[config.mk]
export PLATFORM = sky130hd
export DESIGN_NAME = instr_fetch_unit
export DESIGN_NICKNAME = d
export VERILOG_FILES = /design/src/rtl/instr_fetch_unit.sv
export SDC_FILE = /design/constraint.sdc
export NUM_CORES = 1
export LEC_CHECK = 0
export CORE_MARGIN = 1
export CORE_UTILIZATION = 54
export CTS_BUF_LIST = sky130_fd_sc_hd__clkbuf_2
export DETAILED_ROUTE_END_ITERATION = 8
export PLACE_DENSITY = 0.86
export SLEW_MARGIN = 20
export SYNTH_ARGS = -nofsm -noshare
export SYNTH_HDL_FRONTEND = slang
export SYNTH_SLANG_ARGS = --single-unit
[constraint.sdc]
create_clock -name clk -period 2.2 [get_ports clk]
set_input_delay 0.22 -clock clk [delete_from_list [all_inputs] [get_ports clk]]
set_output_delay 0.22 -clock clk [all_outputs]
set_load 0.01 [all_outputs]
[src/rtl/instr_fetch_unit.sv]
// Instruction fetch: issues word-addressed reads with one in flight and buffers {pc, instr} for decode.
// Latency: request 1 cycle after fetch_en; instr_valid 1 cycle after the imem response.
// Backpressure: a request is issued only when the buffer has room; flush redirects and drops in-flight data.
module instr_fetch_unit #(
  parameter int                ADDR_W   = 16,
  parameter int                DATA_W   = 16,
  parameter int                DEPTH    = 2,
  parameter logic [ADDR_W-1:0] RESET_PC = '0
) (
  input  logic              clk,
  input  logic              reset,
  input  logic              fetch_en,
  input  logic              flush,
  input  logic [ADDR_W-1:0] flush_pc,
  output logic              imem_req_valid,
  input  logic              imem_req_ready,
  output logic [ADDR_W-1:0] imem_addr,
  input  logic              imem_rsp_valid,
  input  logic [DATA_W-1:0] imem_rsp_data,
  output logic              instr_valid,
  input  logic              instr_ready,
  output logic [DATA_W-1:0] instr,
  output logic [ADDR_W-1:0] instr_pc,
  output logic              buf_full
);

  localparam int PTR_W = (DEPTH > 1) ? $clog2(DEPTH) : 1;
  localparam int CNT_W = $clog2(DEPTH + 1);
  localparam logic [CNT_W-1:0] DEPTH_C = CNT_W'(DEPTH);

  typedef enum logic [1:0] {IDLE, REQ, WAIT, DRAIN} state_t;

  typedef struct packed {
    logic [ADDR_W-1:0] pc;
    logic [DATA_W-1:0] dat;
  } entry_t;

  state_t            state_q, state_d;
  logic [ADDR_W-1:0] fetch_pc_q;
  logic [ADDR_W-1:0] req_pc_q;
  entry_t            buf_q [DEPTH];
  logic [PTR_W-1:0]  rd_ptr_q, wr_ptr_q;
  logic [CNT_W-1:0]  count_q, count_d;
  logic              push, pop, req_fire, space_now, space_next;

  function automatic logic [PTR_W-1:0] ptr_inc(input logic [PTR_W-1:0] p);
    return (p == PTR_W'(DEPTH - 1)) ? '0 : p + PTR_W'(1);
  endfunction

  // A flush withdraws the request combinationally so memory never sees it accepted.
  assign imem_req_valid = (state_q == REQ) & ~flush;
  assign req_fire       = imem_req_valid & imem_req_ready;
  assign imem_addr      = fetch_pc_q;

  assign instr_valid = (count_q != '0);
  assign instr       = buf_q[rd_ptr_q].dat;
  assign instr_pc    = buf_q[rd_ptr_q].pc;
  assign buf_full    = (count_q == DEPTH_C);

  assign pop        = instr_valid & instr_ready;
  assign push       = (state_q == WAIT) & imem_rsp_valid & ~flush;
  assign count_d    = flush ? '0 : count_q + CNT_W'(push) - CNT_W'(pop);
  assign space_now  = (count_q < DEPTH_C);
  assign space_next = (count_d < DEPTH_C);

  always_comb begin
    state_d = state_q;
    case (state_q)
      IDLE:    if (fetch_en && space_now) state_d = REQ;
      REQ:     if (req_fire) state_d = WAIT;
      WAIT:    if (imem_rsp_valid) state_d = (fetch_en && space_next) ? REQ : IDLE;
      DRAIN:   if (imem_rsp_valid) state_d = IDLE;
      default: state_d = IDLE;
    endcase
    // In DRAIN a flush only reloads the PC; the owed response still has to be absorbed.
    if (flush && state_q != DRAIN)
      state_d = (state_q == WAIT && !imem_rsp_valid) ? DRAIN : IDLE;
  end

  always_ff @(posedge clk or negedge reset) begin
    if (!reset) begin
      state_q    <= IDLE;
      fetch_pc_q <= RESET_PC;
      req_pc_q   <= '0;
      rd_ptr_q   <= '0;
      wr_ptr_q   <= '0;
      count_q    <= '0;
      for (int i = 0; i < DEPTH; i++) buf_q[i] <= '0;
    end else begin
      state_q <= state_d;
      count_q <= count_d;
      if (flush)         fetch_pc_q <= flush_pc;
      else if (req_fire) fetch_pc_q <= fetch_pc_q + ADDR_W'(1);
      if (req_fire) req_pc_q <= fetch_pc_q;
      if (flush) begin
        rd_ptr_q <= '0;
        wr_ptr_q <= '0;
      end else begin
        if (push) begin
          buf_q[wr_ptr_q] <= {req_pc_q, imem_rsp_data};
          wr_ptr_q        <= ptr_inc(wr_ptr_q);
        end
        if (pop) rd_ptr_q <= ptr_inc(rd_ptr_q);
      end
    end
  end

endmodule

==> metrics, run 1 <==
status finished, violations left; failing checks DRC; CTS tree yes; most numerous cell in the Yosys netlist dfrtp_1; starting density of the core 56.3%; global-route wire length before repair 18500 um; WP depth 4; crit-path cells buf_6 -> buf_4 -> mux2_2 -> clkdlybuf4s15_1; n_diodes 0; Top delay family on crit path buffers and inverters; R2R setup slack 0.14 ns; dpl ws 0.133 ns; I/O pins 90; setup slack after layout 0.113 ns; Max Clock Freq 0.479 GHz; skew final 0.0428 ns; Rel. slew slack 65.5%; H-tree Lvls 3; Vias/cell 5.68; Hold WS 0.0919 ns; pwr/cell area 969 nW/um^2; Net Count, Synth 422; async set-reset flop share out of synthesis 100%; area of the mapped netlist 4960 um^2; P&R area growth vs syn 23.9%; FILL cells 636; Sw Share 32.5%; Die Area 9570 um^2; Avg WL per Cell 18.3 um; Clock Power Share 15.5%; CP endpoint kind output port; HPWL Detailed 7620 um; Pins Over Slew Limit 0; Synth top cells by count dfrtp_1, nand2_1, mux2_4; # clock sinks 102; clock-pin slew on the worst setup and hold paths 0.30 ns; Final GP Congestion 0.899; Lkg Pwr 3.01 nW; FF-to-FF path depth 8; Final Core Density 69.8%; Internal 4.02 mW; Core Rows 34; Final Hold Viols 0; sequential share of the synthesized area 51.5%; Clock Latency Late Sink 0.58 ns; Reg-to-Reg End state_q[0]; Worst Hold Class in -> async; Mapped Cells 380; drt first pass iters 6; worst r2r src count_q[1]; Flop pwr share 47.2%; largest net degree at the start of global routing 64; vias in the first global route 3584; Avg Synthesized Cell Area 13.1 um^2; Final period util 94.9%; grt ovf 0; Worst Setup Start Kind register; power share of the combinational group 37.3%; CP bufs+invs 3; Die W 97.9 um; max incr delay on CP 0.48 ns; CTS max path bufs 2; Yosys top cell area share 51.5%; drt drc 14; Core Area 8810 um^2; Setup-failing EPs final 0; port buffer count 89; top post-synthesis cells by area dfrtp_1, mux2_4, mux2_2, nand2_1, o311ai_1; Final nets 525; Final ANT Viol Nets 0; critical path required time 1.98 ns; final wirelength 10900 um; Critical Path AT 1.87 ns; EDFF count, synth 0; layout cells sized above 1 31.1%; VDD IR max 0.468 mV; Tmin final 2.09 ns; Yosys Warn Count 0; crit path max fanout 7; Yosys reg bits 102; Synth cell types 48; initial DRC count 164; switching power 1.93 mW; TritonCTS buffer count 9; type of the worst setup path reg -> out; Max Cap Violations 0; Vias 3383; area leader, netlist dfrtp_1; antenna violations before repair 0; Worst path slowest cell dfrtp_2; chip height 97.9 um; clock root buffer clkbuf_2; worst-margin pin slew 0.518 ns; GRT Total Usage 24.5%; Synth Flop Type dfrtp_1
[worst reg2reg max path, cell delays in order (launching register included)]
cell and delay (ns):
dfrtp_1 0.47, or2_2 0.33, and2_1 0.21, ha_1 0.29, inv_1 0.04, ha_1 0.18
xnor2_1 0.23, o211ai_1 0.11, a32oi_1 0.15
[through the flow]
stage          total power [mW]  area [um^2]  std cells  setup TNS (ns)
2_1_floorplan              4.10         4960        380               0
5_1_grt                    6.30         6140        596       -0.000599
3_5_place_dp               5.23         5990        571               0
4_1_cts                    5.97         6130        593               0
6_report                   5.95         6140        596               0
3_3_place_gp               5.14         5990        571               0
[area by class of cell]
class	count	area, um^2	area share (%)
Inverter	3	11.3	0.183
Clock inverter	7	77.6	1.26
Sequential cell	102	2550	41.6
Timing Repair Buffer	114	1090	17.7
Multi-Input combinational cell	253	2230	36.3
Clock buffer	9	45.0	0.733
Tap cell	108	135	2.20
[power by group through the flow]
stage                     clock, mW  sequential [mW]  combinational (mW)
after floorplan                   0             2.71                1.39
after global placement            0             2.81                2.33
after detailed placement          0             2.86                2.37
after CTS                     0.945             2.81                2.22
after global routing           1.02             2.88                2.40
final                         0.922             2.81                2.22
[state kept, by name, summed over array words and instances, names as in the netlist]
register / cells
buf_q: 64
count_q: 2
state_q: 2
imem_addr: 16
rd_ptr_q: 1
req_pc_q: 16
wr_ptr_q: 1
[how the worst max path moves through the flow]
| stage | end | from |
|---|---|---|
| 6_report | instr[13] | rd_ptr_q |
| 5_1_grt | instr[13] | rd_ptr_q |
| 4_1_cts | instr_pc[14] | rd_ptr_q |
| 3_5_place_dp | state_q[0] | flush |
| 3_3_place_gp | state_q[0] | flush |
| 2_1_floorplan | state_q[0] | count_q[1] |
[repair_timing]
action,CTS,global route
endpoints found under the hold margin,45,0
gates resized for setup,37,10
setup buffers,5,3
hold buffers,1,0
setup endpoints to repair,33,5
[layer usage]
layer	part of all wire, %	up-vias	wire length (um)	global-route usage, %
li1	-	1556	-	-
met1	46	1669	5000	36.1
met2	47	138	5070	36.9
met3	5.8	20	633	3.87
met4	1.7	0	187	8.86
met5	0	-	0	0
[layout by cell type (no fill, tap or decap), types with 4 or more instances in the layout]
master           instances
buf_12                   4
buf_4                   20
clkbuf_2                11
clkdlybuf4s15_1          5
clkdlybuf4s50_1         56
dfrtp_1                100
dlygate4sd2_1           24
mux2_2                  36
mux2_4                  60
nand2_1                 68
nand3_1                  5
nand4_1                  4
nor2_1                  10
o211ai_1                 6
o21ai_0                  7
o311ai_0                 4
o311ai_1                 6
[kinds of logic after synthesis]
logic type	Yosys count	synth area share [%]
AND/OR/NAND/NOR	113	11.6
flip-flops	102	51.5
multiplexers	96	26.3
AO/OA/AOI/OAI	37	5.67
buffers and inverters	25	3.53
XOR/XNOR	4	0.706
adder cells (fa/ha/maj)	3	0.757
Power figures use the tool's default switching activity.
==> run 2, diff against run 1 <==
--- a/config.mk
+++ b/config.mk
@@ -5,12 +5,13 @@
 export SDC_FILE = /design/constraint.sdc
 export NUM_CORES = 1
 export LEC_CHECK = 0
-export CORE_MARGIN = 1
 export CORE_UTILIZATION = 54
 export CTS_BUF_LIST = sky130_fd_sc_hd__clkbuf_2
 export DETAILED_ROUTE_END_ITERATION = 8
 export PLACE_DENSITY = 0.86
+export SKIP_LAST_GASP = 1
 export SLEW_MARGIN = 20
 export SYNTH_ARGS = -nofsm -noshare
 export SYNTH_HDL_FRONTEND = slang
 export SYNTH_SLANG_ARGS = --single-unit
+export TNS_END_PERCENT = 1
==> run 2 against run 1 <==
Against the previous run: the run ends with DRC, setup timing left; die area is the same; sequential share of layout area about the same; flip-flop and latch count unchanged; clock skew shrank 0.00050 ns; core utilization fell by 0.085 points; non-clock buffer count down 7; via count decreased by 1.1%; cell count fell by 1.2%; critical path depth fell by 1; power rose by 2.9%; worst hold slack improved by 0.0024 ns.
==> metrics, run 2 (synthesis results as in run 1) <==
n_diodes 0 (unchanged); worst r2r src count_q[1]; failing checks DRC, setup timing; Core Rows 34 (unchanged); M1 WL 4900 um (-1.9%); drt first pass iters 7 (+1); CTS tree yes; Vias/cell 5.68 (about the same); # clock sinks 102 (unchanged); clock root buffer clkbuf_2; skew final 0.0423 ns (-0.000504 ns); clock-pin slew on the worst setup and hold paths 0.30 ns (about the same); Lkg Pwr 2.90 nW (-3.4%); H-tree Lvls 3 (unchanged); Final nets 518 (-1.3%); Final ANT Viol Nets 0 (unchanged); Worst Setup Start Kind register; HPWL Detailed 7620 um (unchanged); port buffer count 89 (unchanged); pwr/cell area 998 nW/um^2 (+3.1%); Avg WL per Cell 18.3 um (+0.35%); CTS max path bufs 2 (unchanged); Die Area 9570 um^2 (unchanged); R2R setup slack 0.16 ns (+0.02 ns); Worst Hold Class in -> async; Clock Latency Late Sink 0.58 ns (about the same); I/O pins 90 (unchanged); max incr delay on CP 0.63 ns (+0.15 ns); post-placement cell count 571 (unchanged); setup_tns -1.88 ns (-1.88 ns); RSZ-0062 raised after global routing yes; layout cells sized above 1 29.3% (-1.8 points); Vias 3346 (-1.1%); uppermost routed layer met4; Worst path slowest cell dfrtp_1; Final Hold Viols 0 (unchanged); Met3 Routed Length 687 um (+8.5%); most common cell after layout, fill and taps aside dfrtp_1; final wirelength 10800 um (-0.83%); P&R area growth vs syn 23.7%; Reg-to-Reg End state_q[0]; Tmin final 2.31 ns (+0.222 ns); Max Clock Freq 0.433 GHz (-9.6%); CP bufs+invs 1 (-2); antenna violations before repair 0 (unchanged); most flop-heavy register buf_q; Final period util 105% (+10 points); Final GP Congestion 0.899 (unchanged); Finished Layout Cells 589 (-1.2%); type of the worst setup path reg -> out; VDD IR max 0.509 mV (+8.7%); status finished, violations left; starting density of the core 56.3% (unchanged); critical path required time 1.98 ns (about the same); global-route wire length before repair 18300 um (-1.0%); Rel. slew slack 65.2% (-0.30 points); worst-margin pin slew 0.522 ns (+0.00446 ns); Core Area 8810 um^2 (unchanged); Top delay family on crit path flip-flops; Max Cap Violations 0 (unchanged); Critical Path AT 2.09 ns (+0.22 ns); setup slack after layout -0.109 ns (-0.222 ns); initial DRC count 168 (+2.4%); vias in the first global route 3566 (-0.50%); largest net degree at the start of global routing 64 (unchanged); crit-path cells nor2_1 -> and2_1 -> clkdlybuf4s50_1; drt drc 14 (unchanged); crit path max fanout 12 (+5); chip height 97.9 um (unchanged); GRT Total Usage 24.2% (-0.28 points); Met2 Wirelength 5040 um (-0.53%); Setup-failing EPs final 31 (+31); grt ovf 0 (unchanged); TritonCTS buffer count 9 (unchanged); Pins Over Slew Limit 0 (unchanged); max FFs per register 64 (unchanged); FF-to-FF path depth 8 (unchanged); Die W 97.9 um (unchanged); CP endpoint kind output port; most frequent cells in the layout dfrtp_1, clkdlybuf4s50_1, nand2_1, mux2_4, mux2_2
==> run 2: layout make-up <==
| cell class | count | area [um^2] |
|---|---|---|
| inverters | 3 | 11.3 |
| repair buffers | 107 | 1080 |
| well taps | 108 | 135 |
| clock inverters | 7 | 77.6 |
| clock buffers | 9 | 45.0 |
| fillers | 629 | 2670 |
| multi-input cells | 253 | 2230 |
| flip-flops and latches | 102 | 2550 |
==> run 2: routing by layer <==
metal / track usage (%) / up-vias
met1: 35.9 / 1638
met5: 0 / -
met2: 35.9 / 143
met3: 3.87 / 21
li1: - / 1544
met4: 9.44 / 0
==> run 2: worst max-delay path by stage <==
| stage | startpoint | endpoint | slack, ns | depth (start not counted) |
|---|---|---|---|---|
| after floorplan | count_q[1] | state_q[0] | 0.32 | 8 |
| after global placement | flush | state_q[0] | 0.22 | 9 |
| after detailed placement | flush | state_q[0] | 0.13 | 9 |
| after CTS | rd_ptr_q | instr[14] | -0.13 | 3 |
| after global routing | state_q[1] | imem_req_valid | -0.19 | 3 |
| final | state_q[1] | imem_req_valid | -0.11 | 3 |
==> run 2: repair_timing <==
item,in CTS,in global routing
buffers inserted,1,0
hold buffers,1,0
gates resized for setup,2,2
endpoints found under the hold margin,45,0
endpoints found under the setup margin,33,33
==> run 2: report_power, final <==
group | leakage [nW] | total, mW | internal [mW] | switching, mW
clock network | 0.0733 | 0.924 | 0.276 | 0.648
logic | 1.50 | 2.38 | 1.52 | 0.856
registers | 1.33 | 2.83 | 2.39 | 0.431
total | 2.90 | 6.13 | 4.19 | 1.94
==> run 2: worst register-to-register path, delay by kind of cell, from the launching register on <==
kind	cells	cell delay, ns
xor gates and xnor gates	1	0.24
DFF	1	0.47
adders and majority gates	2	0.45
AOI/OAI and AO/OA	2	0.26
buffers and inverters	1	0.03
and+or+nand+nor	2	0.53
==> run 2: stage by stage <==
stage / utilization [%] / hold WS, ns / power [mW] / instance area (um^2) / setup slack (ns)
after floorplan: - / -0.0756 / 4.10 / 4960 / 0.322
after global placement: 68.0 / 0.222 / 5.14 / 5990 / 0.222
after detailed placement: 68.0 / 0.230 / 5.23 / 5990 / 0.133
after CTS: 69.6 / 0.0842 / 6.16 / 6130 / -0.129
after global routing: 69.7 / 0.0906 / 6.47 / 6140 / -0.189
final: 69.7 / 0.0943 / 6.13 / 6140 / -0.109
==> RTL change (settings of run 2) <==
The parameter `ADDR_W` goes from 16 to 15.
--- a/src/rtl/instr_fetch_unit.sv
+++ b/src/rtl/instr_fetch_unit.sv
@@ -4,3 +4,3 @@
 module instr_fetch_unit #(
-  parameter int                ADDR_W   = 16,
+  parameter int                ADDR_W   = 15,
   parameter int                DATA_W   = 16,
Interface: changed (resized flush_pc, imem_addr and instr_pc); port bits go from 90 to 87. The function was not compared with the original's and may differ.
==> RTL change against run 2 <==
- worst hold slack gained 0.11 ns
- the flow finishes with violations (setup timing)
- setup slack better by 0.037 ns
- wire length fell by 18%
- register-to-register slack worse by 0.07 ns
- first-iteration DRC count is 33% lower
- clock skew is 0.019 ns lower
- largest power group unchanged
- critical path type unchanged
- design area down 8.3%
- critical path depth stayed put
- power shrank 6.1%
- sequential share of layout area up 2.0 points
- via count shrank 13%
- synthesized area shrank 11%
- sequential cell count decreased by 4
==> RTL change: results (changes against run 2) <==
| Metric | Value |
|---|---|
| Sum of negative setup slack | -1.10 ns (+0.782 ns) |
| Crit path max-delay family | buffers and inverters |
| 1st-iter DRT viols | 113 (-33%) |
| Number of setup violations in the final report | 29 (-6.5%) |
| Sw Ratio | 29.5% (-2.1 points) |
| Avg Cell Area, Syn | 13.5 um^2 (+3.6%) |
| Global routing met1 resource utilization | 29.9% (-6.0 points) |
| Gr usage total | 23.0% (-1.3 points) |
| Actual transition at the worst max-transition pin | 0.736 ns (+0.214 ns) |
| Share of post-route cells with drive strength above 1 | 34.0% (+4.7 points) |
| Clock-pin transition on the worst setup and hold timing paths | 0.26 ns (-0.04 ns) |
| Clock network fraction of design power | 17.3% (+2.2 points) |
| Sequential area share after synthesis | 55.4% (+4.0 points) |
| Delay of the slowest cell on the worst path | 0.50 ns (-0.13 ns) |
| Via count of the first global-routing pass | 3094 (-13%) |
| Count of buffers inserted at the top-level ports | 86 (-3.4%) |
| Number of setup buffers added after CTS | 0 (-1) |
| Pre-CTS setup slack | 0.0819 ns (-0.0512 ns) |
| Status | finished, violations left |
| Placer congestion estimate | 0.880 (-2.0%) |
| Pre-antenna DRT Iters | 4 (-3) |
| Net Count, Synth | 368 (-13%) |
| Area Overhead vs Synth | 27.3% |
| Number of flip-flops in the largest register | 62 (-3.1%) |
| Tightest Hold Check Type | input pin to flop |
| Via-per-instance ratio | 5.51 (-3.1%) |
| Min setup slack post-route | -0.0725 ns (+0.0366 ns) |
| Failing checks | setup timing |
## RTL change: timing repair
item,CTS,global route
gates cloned,1,0
endpoints found under the setup margin,31,33
resized for setup,6,0
hold endpoints to repair,55,0
hold buffers,1,0
## RTL change: final cells by class
type	instances	share of cell area (%)
clock inverter	7	1.73
timing repair buffer	102	18.4
tap	102	2.27
clock buffer	9	0.800
multi-input combinational	206	33.0
inverter	4	0.267
sequential	98	43.6
## RTL change: worst min-delay path, cell delays in order
cell and delay (ns):
sky130_fd_sc_hd__clkdlybuf4s50_1 0.41, sky130_fd_sc_hd__nand2_1 0.05, sky130_fd_sc_hd__o21ai_0 0.06
## RTL change: layer usage
layer	wire [um]	share of wire, %
met4	123	1.4
met5	0	0
met3	498	5.6
met2	4270	48
met1	3940	45
## RTL change: path summary, 6_finish.rpt
| kind | from | end | depth (start not counted) | slack (ns) |
|---|---|---|---|---|
| hold reg to reg | buf_q[36] | buf_q[36] | 1 | 0.53 |
| setup reg to reg | count_q[1] | state_q[0] | 9 | 0.09 |
| setup / recovery | rd_ptr_q | instr_pc[4] | 3 | -0.07 |
| min in group asynchronous | reset | buf_q[9] | 2 | 0.24 |
| hold / removal | flush_pc[0] | imem_addr[0] | 3 | 0.21 |
| max in group asynchronous | reset | req_pc_q[11] | 3 | 1.30 |
## RTL change: logic make-up (layout without fill, tap and decap cells)
family | Yosys count | count (layout) | share of synthesized area (%)
flip-flops | 98 | 98 | 55.4
adder cells (fa/ha/maj) | 3 | 3 | 0.849
buffers and inverters | 23 | 122 | 2.72
XOR/XNOR | 14 | 14 | 2.77
AO/OA/AOI/OAI | 22 | 22 | 3.03
AND/OR/NAND/NOR | 57 | 57 | 7.18
multiplexers | 110 | 110 | 28.0
